**config.mk**
```make
export PLATFORM = sky130hd
export DESIGN_NAME = freq_period_meter
export DESIGN_NICKNAME = d
export VERILOG_FILES = /design/src/rtl/freq_meter_pkg.sv /design/src/rtl/freq_period_meter_sig_sync_edge.sv /design/src/rtl/freq_period_meter.sv
export SDC_FILE = /design/constraint.sdc
export NUM_CORES = 1
export LEC_CHECK = 0
export ABC_CLOCK_PERIOD_IN_PS = 3950
export CORE_ASPECT_RATIO = 0.8
export CORE_MARGIN = 3
export CORE_UTILIZATION = 59
export DETAILED_ROUTE_END_ITERATION = 8
export PLACE_DENSITY = 0.84
export SYNTH_ARGS = -nofsm -noshare
export SYNTH_HDL_FRONTEND = slang
export SYNTH_HIERARCHICAL = 1
export SYNTH_SLANG_ARGS = --single-unit
```
**constraint.sdc**
```tcl
create_clock -name CLOCK_50 -period 3.95 [get_ports CLOCK_50]
set_input_delay 0.9875 -clock CLOCK_50 [delete_from_list [all_inputs] [get_ports CLOCK_50]]
set_output_delay 0.9875 -clock CLOCK_50 [all_outputs]
set_load 0.01 [all_outputs]
```
**src/rtl/freq_meter_pkg.sv**
```systemverilog
// Shared state type and constants for the frequency / period meter.
package freq_meter_pkg;

    typedef enum logic [1:0] {
        IDLE    = 2'd0,
        MEASURE = 2'd1,
        STALL   = 2'd2
    } meter_state_e;

    localparam int CNT_W_DEF = 32;

    // Stall timeouts in CLOCK_50 cycles
    localparam int unsigned TIMEOUT_1S  = 32'd50000000;
    localparam int unsigned TIMEOUT_2S  = 32'd100000000;
    localparam int unsigned TIMEOUT_5S  = 32'd250000000;
    localparam int unsigned TIMEOUT_10S = 32'd500000000;

endpackage

```
**src/rtl/freq_period_meter_sig_sync_edge.sv**
```systemverilog
// Multi-flop synchronizer for the measured input plus a history flop for edge detection.
// Rise and fall come from the same pair of flops, so both edges see identical latency.
module sig_sync_edge #(
    parameter int SYNC_STAGES = 2
) (
    input  logic clk_i,
    input  logic rst_ni,
    input  logic sig_i,
    output logic sync_o,
    output logic rise_o,
    output logic fall_o
);

    logic [SYNC_STAGES-1:0] sync_q;
    logic                   hist_q;

    if (SYNC_STAGES < 2) begin : g_bad_stages
        $error("sig_sync_edge: SYNC_STAGES must be at least 2");
    end

    always_ff @(posedge clk_i) begin
        if (!rst_ni) begin
            sync_q <= '0;
            hist_q <= 1'b0;
        end else begin
            sync_q <= {sync_q[SYNC_STAGES-2:0], sig_i};
            hist_q <= sync_q[SYNC_STAGES-1];
        end
    end

    assign sync_o = sync_q[SYNC_STAGES-1];
    assign rise_o = sync_q[SYNC_STAGES-1] & ~hist_q;
    assign fall_o = ~sync_q[SYNC_STAGES-1] & hist_q;

endmodule

```
**src/rtl/freq_period_meter.sv**
```systemverilog
// Period / high-time meter for a slow square wave, counted in CLOCK_50 cycles.
// Define FREQ_METER_AVG_EN to add a four-sample running period average.
//
//   state   | meaning
//   IDLE    | waiting for the first rising edge; counter parked at 0
//   MEASURE | counting cycles since the last rising edge
//   STALL   | no rising edge for TIMEOUT cycles; timeout flag raised
module freq_period_meter
    import freq_meter_pkg::*;
#(
    parameter int          CNT_W       = CNT_W_DEF,
    parameter int unsigned TIMEOUT     = TIMEOUT_10S,
    parameter int          SYNC_STAGES = 2
) (
    input  logic             CLOCK_50,
    input  logic             reset,
    input  logic             sig_in,
    input  logic             clear,
    output logic [CNT_W-1:0] period_out,
    output logic [CNT_W-1:0] high_out,
    output logic             meas_valid,
    output logic             timeout,
    output logic             busy
`ifdef FREQ_METER_AVG_EN
    ,
    output logic [CNT_W-1:0] period_avg,
    output logic             avg_valid
`endif
);

    localparam logic [CNT_W-1:0] CNT_ONE = CNT_W'(1);
    localparam logic [CNT_W-1:0] CNT_TC  = CNT_W'(TIMEOUT - 1);

    if (TIMEOUT == 0) begin : g_bad_timeout
        $error("freq_period_meter: TIMEOUT must be non-zero");
    end
    if (CNT_W < 33 && 64'(TIMEOUT) >= (64'd1 << CNT_W)) begin : g_bad_width
        $error("freq_period_meter: TIMEOUT does not fit in CNT_W bits");
    end

    logic sync, rise, fall;

    sig_sync_edge #(
        .SYNC_STAGES(SYNC_STAGES)
    ) u_sync (
        .clk_i (CLOCK_50),
        .rst_ni(reset),
        .sig_i (sig_in),
        .sync_o(sync),
        .rise_o(rise),
        .fall_o(fall)
    );

    meter_state_e     state_q, state_d;
    logic [CNT_W-1:0] cnt_q, cnt_d;
    logic [CNT_W-1:0] period_q, period_d;
    logic [CNT_W-1:0] high_q, high_d;
    logic [CNT_W-1:0] high_pend_q, high_pend_d;
    logic             valid_q, valid_d;
    logic             low_seen_q, low_seen_d;
    logic [CNT_W-1:0] cnt_inc;

    assign cnt_inc = cnt_q + CNT_ONE;

    always_ff @(posedge CLOCK_50) begin
        if (!reset) begin
            state_q     <= IDLE;
            cnt_q       <= '0;
            period_q    <= '0;
            high_q      <= '0;
            high_pend_q <= '0;
            valid_q     <= 1'b0;
            low_seen_q  <= 1'b0;
        end else begin
            state_q     <= state_d;
            cnt_q       <= cnt_d;
            period_q    <= period_d;
            high_q      <= high_d;
            high_pend_q <= high_pend_d;
            valid_q     <= valid_d;
            low_seen_q  <= low_seen_d;
        end
    end

    always_comb begin
        state_d     = state_q;
        cnt_d       = cnt_q;
        period_d    = period_q;
        high_d      = high_q;
        high_pend_d = high_pend_q;
        valid_d     = 1'b0;
        low_seen_d  = low_seen_q;

        if (clear) begin
            state_d = IDLE;
            cnt_d   = '0;
        end else begin
            unique case (state_q)
                IDLE: begin
                    cnt_d = '0;
                    if (rise) begin
                        state_d    = MEASURE;
                        low_seen_d = 1'b0;
                    end
                end
                MEASURE: begin
                    cnt_d = cnt_inc;
                    if (!sync) low_seen_d = 1'b1;
                    if (fall) high_pend_d = cnt_inc;
                    // With no low phase seen the input stayed high the whole period
                    if (rise) begin
                        period_d   = cnt_inc;
                        high_d     = low_seen_q ? high_pend_q : cnt_inc;
                        valid_d    = 1'b1;
                        cnt_d      = '0;
                        low_seen_d = 1'b0;
                    end else if (cnt_q == CNT_TC) begin
                        state_d = STALL;
                        cnt_d   = cnt_q;
                    end
                end
                STALL: begin
                    if (rise) begin
                        state_d    = MEASURE;
                        cnt_d      = '0;
                        low_seen_d = 1'b0;
                    end
                end
                default: begin
                    state_d = IDLE;
                    cnt_d   = '0;
                end
            endcase
        end
    end

    assign period_out = period_q;
    assign high_out   = high_q;
    assign meas_valid = valid_q;
    assign timeout    = (state_q == STALL);
    assign busy       = (state_q == MEASURE);

`ifdef FREQ_METER_AVG_EN
    logic [3:0][CNT_W-1:0] buf_q, buf_d;
    logic [2:0]            fill_q, fill_d;
    logic [CNT_W-1:0]      avg_q, avg_d;
    logic                  avg_valid_q, avg_valid_d;
    logic [CNT_W+1:0]      sum;

    assign sum = {2'b00, cnt_inc} + {2'b00, buf_q[0]} + {2'b00, buf_q[1]} + {2'b00, buf_q[2]};

    always_ff @(posedge CLOCK_50) begin
        if (!reset) begin
            buf_q       <= '0;
            fill_q      <= '0;
            avg_q       <= '0;
            avg_valid_q <= 1'b0;
        end else begin
            buf_q       <= buf_d;
            fill_q      <= fill_d;
            avg_q       <= avg_d;
            avg_valid_q <= avg_valid_d;
        end
    end

    // buf_q[0] holds the newest period; the average includes the one being published
    always_comb begin
        buf_d       = buf_q;
        fill_d      = fill_q;
        avg_d       = avg_q;
        avg_valid_d = 1'b0;
        if (clear) begin
            buf_d  = '0;
            fill_d = '0;
        end else if (valid_d) begin
            buf_d  = {buf_q[2:0], cnt_inc};
            fill_d = (fill_q == 3'd4) ? fill_q : fill_q + 3'd1;
            if (fill_q >= 3'd3) begin
                avg_d       = sum[CNT_W+1:2];
                avg_valid_d = 1'b1;
            end
        end
    end

    assign period_avg = avg_q;
    assign avg_valid  = avg_valid_q;
`endif

endmodule

```
==> results.json <==
{
  "status": "finished clean",
  "dp_hpwl_microns": 9412,
  "cp_max_fo": 10,
  "ys_ff_latch": 135,
  "fin_util_pct": 75.17,
  "grt_first_pass_wirelength_microns": 23680,
  "viasPerCell": 6.302,
  "synth-edff-count": 0,
  "critPathMaxStageDelay_ps": 1050,
  "wl_per_cell_microns": 18.33,
  "finClkSkew_ps": 11.33,
  "core.rowCount": 31,
  "drtPass1Iterations": 5,
  "min_from": "u_sync/sync_q[0]",
  "overflow": 0,
  "grt_pass1_vias": 4667,
  "cts.clk_slew.worst_paths_ps": 60,
  "maxSlewViolCount": 0,
  "cts_tree": "done",
  "routed_wl_microns": 14700,
  "yosysSeqAreaShare_pct": 48.42,
  "slew_headroom_pct": 18.09,
  "final_common_cell": "dfxtp_1",
  "dieWidth_microns": 114.7,
  "ys_types": 49,
  "worst_setup_path_start_kind": "register",
  "core_sq_um": 9115,
  "yosys_warnings": 6,
  "cts_resized": 0,
  "crit_required_ps": 4230,
  "cts_root_buf": "clkbuf_16",
  "async_flop_share_pct": 0,
  "critical_path_class": "reg -> reg",
  "mostFrequentLayoutCells": "135 x dfxtp_1, 69 x clkdlybuf4s50_1, 58 x nor2_1",
  "cts-buffers-inserted": 17,
  "vdd_drop_max_mv": 0.3057,
  "r2r_start": "cnt_q[0]",
  "maxCapViolations": 0,
  "path_buf_inv": 0,
  "dieArea_sq_um": 10670,
  "syn_area_sq_um": 5582,
  "synth_nets": 637,
  "antennaDiodeCount": 0,
  "gp_congestion": 1.005,
  "arrival_ps": 3410,
  "synth.avg_cell_area_sq_um": 8.832,
  "synthTopCellsByArea": "dfxtp_1 48%, nand3_1 4.3%, a211oi_1 4.3%",
  "clock_sinks": 135,
  "io_pins": 71,
  "area_delta_synth_final_pct": 22.75,
  "htreeDepth": 4,
  "yosys.area.top_type": "dfxtp_1",
  "setup_violations": 0,
  "fmax_ghz": 0.3192,
  "synth_flop_cell": "dfxtp_1",
  "hold_viol_final": 0,
  "drtIter0Drc": 608,
  "critical_path.top_delay_family": "simple AND/OR/NAND/NOR gates",
  "antenna_found_initial": 0,
  "grt_max_degree": 70,
  "crit_chain": "ha_1 > nand3_1 > nor4_1 > a21oi_1 > nor3_1 > o31ai_1",
  "nNetsFinal": 679,
  "power_mw": 2.957,
  "period_needed_ps": 3132,
  "p_per_area_nw_per_um2": 431.6,
  "rsz0062_at_grt": "false",
  "netlist_instances": 632,
  "synth_top_area_share_pct": 48.42,
  "leakage_nw": 2.275,
  "clk_latency_ps": 410,
  "fin_tns_setup_ps": 0,
  "hp-class": "reg -> reg",
  "cts_hold_buf": 0,
  "cpMaxStageDelayCell": "nor4_1",
  "post_cts_buffers": 0,
  "final_layout_size_suffix_gt1_share_pct": 7.132,
  "drc": 0,
  "clockBufferDepth": 2,
  "worstMarginPinSlew_ps": 1217,
  "startpoint": "cnt_q[0]",
  "track_usage_pct": 27.94,
  "post-route-period-util_pct": 79.30,
  "initial_core_util_pct": 61.24,
  "end_kind": "register",
  "postRouteAntennaNets": 0,
  "die_h_microns": 93.00,
  "port_buffers": 70,
  "dr_total_vias": 5054
}
-- report_power, final --
| group | internal (mW) | switching [mW] |
|---|---|---|
| combinational | 0.0139 | 0.0367 |
| sequential | 1.36 | 0.00206 |
| clock | 0.929 | 0.611 |
| total | 2.31 | 0.650 |
-- cells by family (layout without fill, tap and decap cells) --
family / after synthesis / after routing / synth area share [%]
simple gates: 214 / 214 / 19.03
compound gates: 189 / 189 / 23.13
flops: 135 / 135 / 48.42
buf+inv: 65 / 120 / 4.662
xor+xnor: 22 / 22 / 3.452
mux: 6 / 6 / 1.076
fa+ha+maj: 1 / 1 / 0.2241
-- cell type report --
type / instances / area [sq um]
Sequential cell: 135 / 2703
Multi-Input combinational cell: 432 / 2629
Fill cell: 628 / 2263
Timing Repair Buffer: 78 / 755.7
Clock buffer: 21 / 470.5
Tap cell: 115 / 143.9
Clock inverter: 11 / 112.6
Inverter: 10 / 37.54
-- path summary, 6_finish.rpt --
path / end / cells after the start / slack (ps)
setup / recovery: high_out[26] / 6 / 820
hold / removal: u_sync/sync_q[1] / 1 / 450
setup reg to reg: high_out[26] / 6 / 820
hold reg to reg: u_sync/sync_q[1] / 1 / 450
-- metrics by stage --
step / hold WS [ps] / std cells / instance area, sq um / setup WS, ps
final: 447.8 / 802 / 6852 / 817.6
after global routing: 464.7 / 802 / 6852 / 645.3
after CTS: 448.3 / 802 / 6852 / 956.8
after detailed placement: 431.2 / 770 / 6269 / 558.0
after global placement: 420.5 / 770 / 6269 / 734.2
after floorplan: 411.8 / 632 / 5582 / 1699
-- cells in the mapped netlist (9+ instances only) --
library cell,count
o2bb2ai_1,22
inv_1,9
xnor2_1,13
o211ai_1,11
dfxtp_1,135
nand2_1,32
nor2_1,58
a211oi_1,32
xor2_1,9
nor3_1,20
o21a_1,9
o221ai_1,11
nand3_1,48
nand4_1,12
clkbuf_1,43
a21oi_1,39
o21ai_0,39
-- state kept, by name (all words and copies together) (netlist names) --
signal and flops:
meas_valid 1, period_out 32, u_sync/sync_q 2, state_q 2, high_pend_q 32, high_out 32, low_seen_q 1, u_sync/hist_q 1
cnt_q 32
-- routing by layer --
| layer | track usage, % | routed length (microns) |
|---|---|---|
| met5 | 0 | 0 |
| met2 | 42.59 | 6639 |
| met3 | 7.891 | 1344 |
| met4 | 8.993 | 238 |
| met1 | 38.47 | 6477 |
No activity file was read; power rests on OpenSTA's default activity.
